**config.mk**
```make
export PLATFORM = sky130hd
export DESIGN_NAME = wb_conbus_rr_arb
export DESIGN_NICKNAME = d
export VERILOG_FILES = /design/src/rtl/wb_conbus_rr_arb.sv
export SDC_FILE = /design/constraint.sdc
export NUM_CORES = 1
export LEC_CHECK = 0
export CORE_AREA = 2 2 46 48
export CTS_CLUSTER_DIAMETER = 120
export DETAILED_ROUTE_END_ITERATION = 16
export DIE_AREA = 0 0 48 50
export PLACE_DENSITY = 0.76
export SYNTH_ARGS = -nofsm -noshare
export SYNTH_HDL_FRONTEND = slang
export SYNTH_SLANG_ARGS = --single-unit
```
**constraint.sdc**
```tcl
create_clock -name clk -period 3.2 [get_ports clk]
set_clock_uncertainty 0.2 [all_clocks]
set_input_delay 0.64 -clock clk [delete_from_list [all_inputs] [get_ports clk]]
set_output_delay 0.64 -clock clk [all_outputs]
set_load 0.01 [all_outputs]
```
**src/rtl/wb_conbus_rr_arb.sv**
```systemverilog
// Round-robin bus arbiter with forced-grant override and tenure limit.
// All outputs are registered; rst is asynchronous and active-high.
module wb_conbus_rr_arb #(
   parameter int N_MASTERS  = 4,
   parameter int TENURE_MAX = 16,
   localparam int IW = $clog2(N_MASTERS)
) (
   input  logic                 clk,
   input  logic                 rst,
   input  logic [N_MASTERS-1:0] req,
   input  logic [N_MASTERS-1:0] grant_master,
   output logic [IW-1:0]        gnt,
   output logic [N_MASTERS-1:0] gnt_oh,
   output logic                 gnt_valid,
   output logic                 gnt_switch
);

   localparam int TW  = $clog2(TENURE_MAX) + 1;
   localparam int SAT = (TENURE_MAX > 0) ? TENURE_MAX - 1 : 0;
   localparam logic [N_MASTERS-1:0] ONE = 1;

   typedef enum logic {PARK, OWN} state_t;

   state_t               state, state_n;
   logic [IW-1:0]        gnt_n;
   logic [N_MASTERS-1:0] oh_n;
   logic                 sw_n;
   logic [TW-1:0]        ten, ten_n, ten_inc;
   logic [IW-1:0]        force_idx;
   logic [IW-1:0]        rr_idx;
   logic                 others;
   logic                 expired;

   always_comb begin
      force_idx = '0;
      for (int i = N_MASTERS - 1; i >= 0; i--) begin
         if (grant_master[i]) force_idx = IW'(i);
      end
   end

   // Search offsets N..1 downward so the nearest requester after gnt wins.
   always_comb begin
      int j;
      rr_idx = gnt;
      for (int k = N_MASTERS; k >= 1; k--) begin
         j = int'(gnt) + k;
         if (j >= N_MASTERS) j = j - N_MASTERS;
         if (req[j]) rr_idx = IW'(j);
      end
   end

   assign others  = |(req & ~(ONE << gnt));
   assign expired = (TENURE_MAX > 0) && (ten == TW'(SAT));
   assign ten_inc = (ten == TW'(SAT)) ? ten : ten + TW'(1);

   always_comb begin
      state_n = state;
      gnt_n   = gnt;
      sw_n    = 1'b0;
      ten_n   = ten;
      if (|grant_master) begin
         state_n = OWN;
         gnt_n   = force_idx;
         if (state == OWN && force_idx == gnt) begin
            ten_n = ten_inc;
         end else begin
            sw_n  = 1'b1;
            ten_n = '0;
         end
      end else if (state == PARK) begin
         ten_n = '0;
         if (|req) begin
            state_n = OWN;
            gnt_n   = rr_idx;
            sw_n    = 1'b1;
         end
      end else if (req[gnt] && !(expired && others)) begin
         ten_n = ten_inc;
      end else if (others) begin
         gnt_n = rr_idx;
         sw_n  = 1'b1;
         ten_n = '0;
      end else begin
         state_n = PARK;
         ten_n   = '0;
      end
   end

   always_comb begin
      oh_n = '0;
      if (state_n == OWN) oh_n = ONE << gnt_n;
   end

   always_ff @(posedge clk or posedge rst) begin
      if (rst) begin
         state      <= PARK;
         gnt        <= '0;
         gnt_oh     <= '0;
         gnt_valid  <= 1'b0;
         gnt_switch <= 1'b0;
         ten        <= '0;
      end else begin
         state      <= state_n;
         gnt        <= gnt_n;
         gnt_oh     <= oh_n;
         gnt_valid  <= (state_n == OWN);
         gnt_switch <= sw_n;
         ten        <= ten_n;
      end
   end

endmodule

```
**Word-level counts from Yosys, hierarchy flattened**

Index checks and enable logic that the tools add are counted.

- Add/subtract/negate cells: 9
- $mul: 0
- Div/mod/pow operators: 0
- Magnitude comparators: 9
- Eq/ne operators: 2
- Shift-type cells: 2
- Multiplexer cells: 46
- Bitwise gates (word level): 2
- Reduce and logical (&&, ||, !) cells: 7

Operators with widths:

| cell | number |
|---|---|
| < comparator 32 x 4 -> 1 bit, second input constant | 4 |
| two-way mux 32 bit | 4 |
| two-way mux 2 bit | 13 |
| two-way mux 5 bit | 5 |
| two-way mux 1 bit | 18 |
| OR reduction 4 bit | 3 |
| subtractor 3 x 3 -> 4 bit, second input constant | 3 |
| binary-select mux 1 bit (select 2 bit) | 5 |
| greater-or-equal comparator 3 bit, second input constant | 3 |
| left shift 1 x 2 -> 4 bit, first input constant | 2 |
| adder 2 x 2 -> 3 bit, second input constant | 2 |
| adder 5 x 1 -> 5 bit, second input constant | 1 |
| == test 5 x 4 -> 1 bit, second input constant | 1 |
| subtractor 4 x 3 -> 5 bit, second input constant | 1 |
| adder 2 x 3 -> 4 bit, second input constant | 1 |
| bitwise AND 4 bit | 1 |
| greater-or-equal comparator 4 x 3 -> 1 bit, second input constant | 1 |
| two-way mux 4 bit | 1 |
| NOT 4 bit | 1 |
| adder 2 x 1 -> 3 bit, second input constant | 1 |
| logical AND 1 bit | 3 |
| < comparator 2 x 3 -> 1 bit, second input constant | 1 |
| == test 2 bit | 1 |
| zero test 1 bit | 1 |

- Bits in registers: 13
- Bits in latches: 0
- Bits in writable memories: 0
- Bits in read-only memories: 0
- Bits of input ports: 10
- Output and inout bits: 8
- Logic and storage cells: 82
- Memories kept: 0

**Depth between registers and ports, before layout**

Gate-level depths: netlist (run 1).

- Depth in word-level cells: 16
- Depth in mapped cells: 9
- Gate-level depth less buffers: 8

**Worst setup path after synthesis (run 1)**

No wires, ideal clock.

- Path kind: register to register
- From: register gnt[0]
- To: register gnt_oh[3]
- Setup time: 0.120 ns
- Arrival time: 1.944 ns
- Data required time: 2.880 ns
- Path slack: 0.937 ns
- Cell stages (with the launch flop): 10
- Path buffers: 1
- Clock period less this slack: 2.263 ns
- Cells stage by stage: dfrtp_1 > buf_6 > inv_1 > ha_1 > nor3b_1 > a22oi_1 > o211ai_1 > mux2i_1 > a21oi_1 > and3b_1

- Cells in the longest elaborated chain, start to end: 16
- Elaborated cells between the ends (all ways): 52
- Classes of those cells: add/sub: 8; order compare: 4; shift: 2; mux: 32; bitwise: 2; reduce/logical: 4

RTL lines:

| what | RTL line | text |
|---|---|---|
| start, declared | 12 | `output logic [IW-1:0] gnt,` |
| start signal, assigned | 104 | `gnt <= gnt_n;` |
| adder 2 x 3 -> 4 bit | 46 | `j = int'(gnt) + k;` |
| subtractor 4 x 3 -> 5 bit or greater-or-equal comparator 4 x 3 -> 1 bit (tied branches) | 47 | `if (j >= N_MASTERS) j = j - N_MASTERS;` |
| two-way mux 32 bit | 47 |  |
| binary-select mux 1 bit (select 2 bit) | 48 | `if (req[j]) rr_idx = IW'(j);` |
| two-way mux 1 bit (implied by the code) (2 in series) | 48 |  |
| two-way mux 2 bit (4 in series) | 48 |  |
| two-way mux 2 bit | 79 | `end else if (others) begin` |
| two-way mux 2 bit | 77 | `end else if (req[gnt] && !(expired && others)) begin` |
| two-way mux 2 bit | 70 | `end else if (state == PARK) begin` |
| two-way mux 2 bit | 61 | `if (\|grant_master) begin` |
| left shift 1 x 2 -> 4 bit | 91 | `if (state_n == OWN) oh_n = ONE << gnt_n;` |
| two-way mux 4 bit (*) | 91 |  |
| named net oh_n[3] | 26 | `logic [N_MASTERS-1:0] oh_n;` |
| end signal, assigned | 105 | `gnt_oh <= oh_n;` |
| end, declared | 13 | `output logic [N_MASTERS-1:0] gnt_oh,` |

Mark *: on every way through the listed nets, which the timed path passes. The rest lies on a longest branch. The select of a mux whose other input is x is not followed.

**Worst setup path after layout (run 1)**

- From: input port req[1]
- To: register gnt_oh[2]

- Cells in the longest elaborated chain, start to end: 13
- Elaborated cells between the ends (all ways): 36
- Classes of those cells: shift: 1; mux: 29; bitwise: 1; reduce/logical: 5

RTL lines:

| what | RTL line | text |
|---|---|---|
| start, declared | 10 | `input logic [N_MASTERS-1:0] req,` |
| binary-select mux 1 bit (select 2 bit) | 48 |  |
| two-way mux 1 bit (implied by the code) (2 in series) | 48 |  |
| two-way mux 2 bit (4 in series) | 48 |  |
| two-way mux 2 bit | 79 |  |
| two-way mux 2 bit | 77 |  |
| two-way mux 2 bit | 70 |  |
| two-way mux 2 bit | 61 |  |
| left shift 1 x 2 -> 4 bit | 91 |  |
| two-way mux 4 bit (*) | 91 |  |
| named net oh_n[2] | 26 |  |

Marks and branches as above.

==> results of run 1 <==
-- worst min-delay path, cell delays in order, from the launching register on --
cell and delay (ps):
dfrtp_1 370, nand2_1 50, nor2_1 30
-- layout by cell type (no fill, tap or decap), types with 3 or more instances in the layout --
master           count
inv_1                6
nor3_1               5
nand2b_1             7
a21oi_1              6
nor2b_1              3
mux2i_1              4
clkbuf_4             3
nor2_1              11
a21boi_1             3
dfrtp_1             13
nand2_1              3
clkdlybuf4s50_1     17
ha_1                 5
nand3_1              3
xnor2_1              3
-- flip-flops by register name (all words and copies together), names as in the netlist --
name and count:
gnt_oh 4, gnt_switch 1, ten 5, state 1, gnt 2
-- synth_stat cells (2+ instances only) --
master and number:
a21boi_1 3, a21oi_1 6, buf_6 2, dfrtp_1 13
ha_1 5, inv_1 6, mux2i_1 4, nand2_1 3
nand2b_1 7, nand3_1 3, nor2_1 11, nor2b_1 3
nor3_1 5, o21ai_1 2, xnor2_1 3
-- per-stage QoR --
stage	setup slack, ps	std cells	cell area (um^2)
after floorplan	937	97	917
after global placement	322	139	1100
after detailed placement	244	139	1100
after CTS	532	143	1120
after global routing	285	143	1120
final	538	143	1120
-- cell families (layout without fill, tap and decap cells) --
logic type	count (synthesis)	in the layout	synth area share, %
xor+xnor	4	4	3.82
buf+inv	8	27	4.91
simple gates	38	38	23.5
fa+ha+maj	5	5	6.82
flops	13	13	35.5
mux	7	7	9.28
compound gates	22	22	16.2
-- per-layer routing --
metal	track usage, %	up-vias	share of wire [%]
met5	0	-	0
met2	27.1	16	49
li1	-	385	-
met1	22.4	379	48
met4	4.05	0	0.45
met3	5.49	2	3.0
-- worst max path at each step --
stage	start	endpoint	slack, ps	cells after the start
floorplan	gnt[0]	gnt_oh[3]	940	9
global placement	req[1]	gnt_oh[2]	320	7
detailed placement	req[1]	gnt_oh[2]	240	7
CTS	req[1]	gnt_oh[2]	530	7
global route	gnt[0]	gnt_oh[3]	280	8
finish	req[1]	gnt_oh[2]	540	7
-- final cells by class --
cell class | instances | area (um^2)
clock buffers | 4 | 26.3
fillers | 180 | 777
inverters | 6 | 22.5
multi-input cells | 76 | 547
flip-flops and latches | 13 | 325
well taps | 27 | 33.8
repair buffers | 17 | 170
-- power by group through the flow --
stage,Clock (mW),Combinational (mW),Sequential (mW)
floorplan,0,0.0753,0.191
global placement,0,0.114,0.192
detailed placement,0,0.117,0.193
CTS,0.102,0.118,0.190
global route,0.113,0.129,0.192
finish,0.0994,0.117,0.190
==> reports/metrics.cfg, run 1 <==
[logic_synthesis]
ys_seq_elements=13
yosys_warnings=0
synth_edf_count=0
syn_area_um2=917
synth_cell_types=36
synth.area.top_cells=dfrtp_1 (35%), ha_1 (6.8%), nand2b_1 (4.8%)
ys_seq_area_share_pct=35.5
ys_async_sr_fraction_pct=100
synth_flop_cell=dfrtp_1
syn-mean-instance-area_um2=9.45
postSynthCellCount=97
syn_nets=112
synth_top_area_share_pct=35.5
yosys.area.top_type=dfrtp_1

[route]
via_per_inst=5.47
drtIter0Drc=18
antenna_left=0
drc=0
dr.pass1.iters=4
vias=782
drt-total-wl_um=1790
wire_per_inst_um=12.5

[worst_setup_path]
path_class=in2reg
reg2reg_to=gnt_oh[3]
startpoint_type=input port
cp_cell_sequence=clkdlybuf4s50_1 -> mux4_2 -> nand3_2 -> o211a_1 -> mux2i_1 -> o21ai_1 -> and3_1
reg2reg_setup_slack_ps=550
critPathSlowestCell=mux4_2
r2r_start=gnt[0]
cp_slowest_stage_delay_ps=540
crit_fanout=8
reg2reg_depth=8
endpoint_kind=flip-flop
path_buf_inv=1
path_delay_family=multiplexers
cp.required_ps=3160
cp.arrival_ps=2630

[sta]
hold-worst-slack_ps=290
fmaxAchievable_mhz=376
hold_viol_final=0
finalCritPeriodShare_pct=83.2
tns_ps=0
min_period_ps=2660
setup_viol=0
grt_setup_unrepaired=false
tightest_slew_ps=468
slew_viol_final=0
slew_headroom_pct=68.4

[power_and_ir_drop]
swShare_pct=29.9
pwr-share-comb_pct=28.8
p_leak_nw=0.507
p_per_area_nw_per_um2=361
switchingPower_mw=0.121
pwr-share-seq_pct=46.7
total_power_mw=0.406
p_clk_share_pct=24.5
p_int_mw=0.284
peakVddDrop_mv=0.261

[floorplanning]
die_height_um=50
io_pins=18
dieWidth_um=48
start_util_pct=48.2
die_area_um2=2400
core_um2=1900
rows=16

[layout]
diodes=0
drive_gt1_share_pct=6.90
syn2layout_area_growth_pct=22.6
nets=132
utilization_pct=59.1

[clock_network]
clock_path_buffers=2
cts_tree=done
clock_sinks=13
numCtsBuffers=3
clock_latency_ps=270
cts-hold-fix-buffers=0
cts-root-buf=clkbuf_4
htreeDepth=1
postCtsResizedCells=0
cts_setup_buffers=0
clk_pin_slew_ps=80

[grt]
grt_max_degree=16
grt_pass1_vias=715
antenna_found_initial=0
grt_use_total_pct=17.2
grt_pass1_wl_um=2920
overflow=0

[placed_design]
io_buffers=17
dp_hpwl_um=1390
gp_routability_congestion=0.800

[worst_hold_path]
hold_path_class=reg2reg
hold_path.startpoint=ten[4]
min_to=ten[4]
whs_path_depth=2

[run_status]
outcome=completed

[job]
cap_viol_max_count=0

(Power assumes the default switching activity.)
==> run 2, diff against run 1 <==
--- a/config.mk
+++ b/config.mk
@@ -5,11 +5,11 @@
 export SDC_FILE = /design/constraint.sdc
 export NUM_CORES = 1
 export LEC_CHECK = 0
-export CORE_AREA = 2 2 46 48
+export CORE_AREA = 2 2 49 51
 export CTS_CLUSTER_DIAMETER = 120
 export DETAILED_ROUTE_END_ITERATION = 16
-export DIE_AREA = 0 0 48 50
-export PLACE_DENSITY = 0.76
+export DIE_AREA = 0 0 51 53
+export PLACE_DENSITY = 0.7
 export SYNTH_ARGS = -nofsm -noshare
 export SYNTH_HDL_FRONTEND = slang
 export SYNTH_SLANG_ARGS = --single-unit
==> constraint.sdc (replaced) <==
create_clock -name clk -period 2.2 [get_ports clk]
set_clock_uncertainty 0.2 [all_clocks]
set_input_delay 0.44 -clock clk [delete_from_list [all_inputs] [get_ports clk]]
set_output_delay 0.44 -clock clk [all_outputs]
set_load 0.01 [all_outputs]
==> reports/metrics.cfg, run 2 (same netlist as run 1, synthesis figures left out) <==
[route]
drt-total-wl_um=2240  ; +25%
via_per_inst=5.20  ; -4.8%
drc=0  ; unchanged
wire_per_inst_um=13.1  ; +4.8%
dr.pass1.iters=4  ; unchanged
drtIter0Drc=17  ; -1
vias=890  ; +14%
antenna_left=0  ; unchanged

[worst_setup_path]
reg2reg_to=gnt_oh[0]
reg2reg_setup_slack_ps=40  ; -510 ps
endpoint=gnt_oh[0]
r2r_start=gnt[0]
cp_slowest_stage_delay_ps=570  ; +30 ps
crit_fanout=6  ; -2
cp.arrival_ps=2150  ; -480 ps
critPathSlowestCell=mux4_2
cp.required_ps=2190  ; -970 ps
critPathLaunch=gnt[0]
cp_cell_sequence=mux4_2 -> nand3_2 -> o211a_1 -> mux2i_1 -> buf_4 -> a21boi_2 -> nor2b_1
reg2reg_depth=7  ; -1
path_class=reg2reg
endpoint_kind=flip-flop
startpoint_type=flip-flop

[layout]
regMostFlops=ten
syn2layout_area_growth_pct=50.6
mostFrequentLayoutCells=buf_4 (27), clkdlybuf4s50_1 (13), nor2_1 (11), dfrtp_1 (11), nand2b_1 (7)
nets=159  ; +20%
seqCellArea_um2=328  ; +0.77%
reg_top3=ten x5, gnt_oh x4, gnt x2
utilization_pct=64.3  ; +5.2 points
n_fill_cell=179  ; -0.56%
diodes=0  ; unchanged
mostFrequentLayoutCell=buf_4
largest_reg_flops=5  ; unchanged
drive_gt1_share_pct=31.5  ; +25 points
multi_input_area_um2=599  ; +9.6%

[floorplanning]
die_area_um2=2700  ; +13%
io_pins=18  ; unchanged
rows=17  ; +1
die_height_um=53  ; +6.0%
core_um2=2150  ; +13%
start_util_pct=42.7  ; -5.5 points
dieWidth_um=51  ; +6.3%

[sta]
setup_viol=0  ; unchanged
slew_headroom_pct=69.8  ; +1.4 points
min_period_ps=2160
tightest_slew_ps=453  ; -15.4 ps
grt_setup_unrepaired=true
slew_viol_final=0  ; unchanged
worst_slack_ps=40.8  ; -497 ps
hold-worst-slack_ps=282  ; -8.67 ps
finalCritPeriodShare_pct=98.1
hold_viol_final=0  ; unchanged
fmaxAchievable_mhz=463
tns_ps=0  ; unchanged

[power_and_ir_drop]
pwr-share-seq_pct=41.3  ; -5.4 points
switchingPower_mw=0.196  ; +62%
p_clk_share_pct=21.2  ; -3.3 points
p_int_mw=0.464  ; +63%
swShare_pct=29.7  ; -0.21 points
p_leak_nw=0.650  ; +28%
p_per_area_nw_per_um2=478  ; +33%
peakVddDrop_mv=0.647  ; +150%
total_power_mw=0.661  ; +63%
pwr-share-comb_pct=37.6  ; +8.8 points

[clock_network]
cts-root-buf=clkbuf_4
cts_tree=done
htreeDepth=1  ; unchanged
clk_pin_slew_ps=70  ; about the same
numCtsBuffers=3  ; unchanged
clock_latency_ps=270  ; about the same
clock_sinks=13  ; unchanged
cts-hold-fix-buffers=0  ; unchanged
clock_path_buffers=2  ; unchanged

[grt]
grt_use_total_pct=19.5  ; +2.3 points
grt_pass1_vias=887  ; +24%
met1_usage_pct=23.5  ; +1.2 points
grt_pass1_wl_um=3910  ; +34%
grt.met2_usage_pct=33.8  ; +6.7 points
grt_max_degree=14  ; -2
use_met3_pct=6.78  ; +1.3 points
busiest_layer=met2
overflow=0  ; unchanged
antenna_found_initial=0  ; unchanged

[placed_design]
io_buffers=17  ; unchanged
preCtsSetupSlack_ps=-411  ; -655 ps
dp_hpwl_um=1810  ; +30%
gp_routability_congestion=0.867  ; +8.5%

[worst_hold_path]
hold_path_class=in2async

[run_status]
outcome=completed

[job]
cap_viol_max_count=0  ; unchanged

[run 2: changes by cell type in the layout (fill, tap and decap cells not counted), sizes merged]
cell	previous run	this run
buf	0	27
clkdlybuf4s50	17	13
dlygate4sd2	0	4
[run 2: how the worst min path moves through the flow]
stage                             to  slack, ps  cells past startpoint
after global placement        ten[4]        290                      2
final                          state        280                      2
after CTS                      state        290                      2
after floorplan               gnt[0]        120                      1
after global routing      gnt_switch        320                      2
after detailed placement      ten[4]        290                      2
[run 2: power groups by stage]
stage                     combinational (mW)  clock [mW]  sequential [mW]
after CTS                              0.236       0.145            0.272
after global placement                 0.223           0            0.275
after floorplan                        0.115           0            0.278
final                                  0.248       0.140            0.273
after global routing                   0.274       0.162            0.275
after detailed placement               0.231           0            0.276
[run 2: critical path: cells and delay by family, from the launching register on]
family	cells	cell delay, ps
AO/OA/AOI/OAI	2	230
multiplexers	2	810
AND/OR/NAND/NOR	2	240
flip-flops	1	460
buffers and inverters	1	150
[run 2: final cells by class]
cell class,count,share of cell area (%)
clock buffers,4,1.90
inverters,6,1.81
multi-input cells,76,43.4
flip-flops and latches,13,23.7
well taps,28,2.54
repair buffers,44,26.6
[run 2: metrics by stage]
stage / instance area [um^2] / instances
CTS: 1340 / 169
floorplan: 933 / 97
global placement: 1300 / 164
detailed placement: 1300 / 164
global route: 1380 / 171
finish: 1380 / 171
[run 2: per-layer routing]
layer	part of all wire, %	wire [um]
met5	0	0
met4	0	0
met3	4.4	99
met2	54	1210
met1	42	937
[run 2: repair_timing]
item,in CTS,in global routing
setup buffers,1,2
setup endpoints to repair,5,4
endpoints found under the hold margin,0,0
pin swaps,2,4
gates resized for setup,8,6
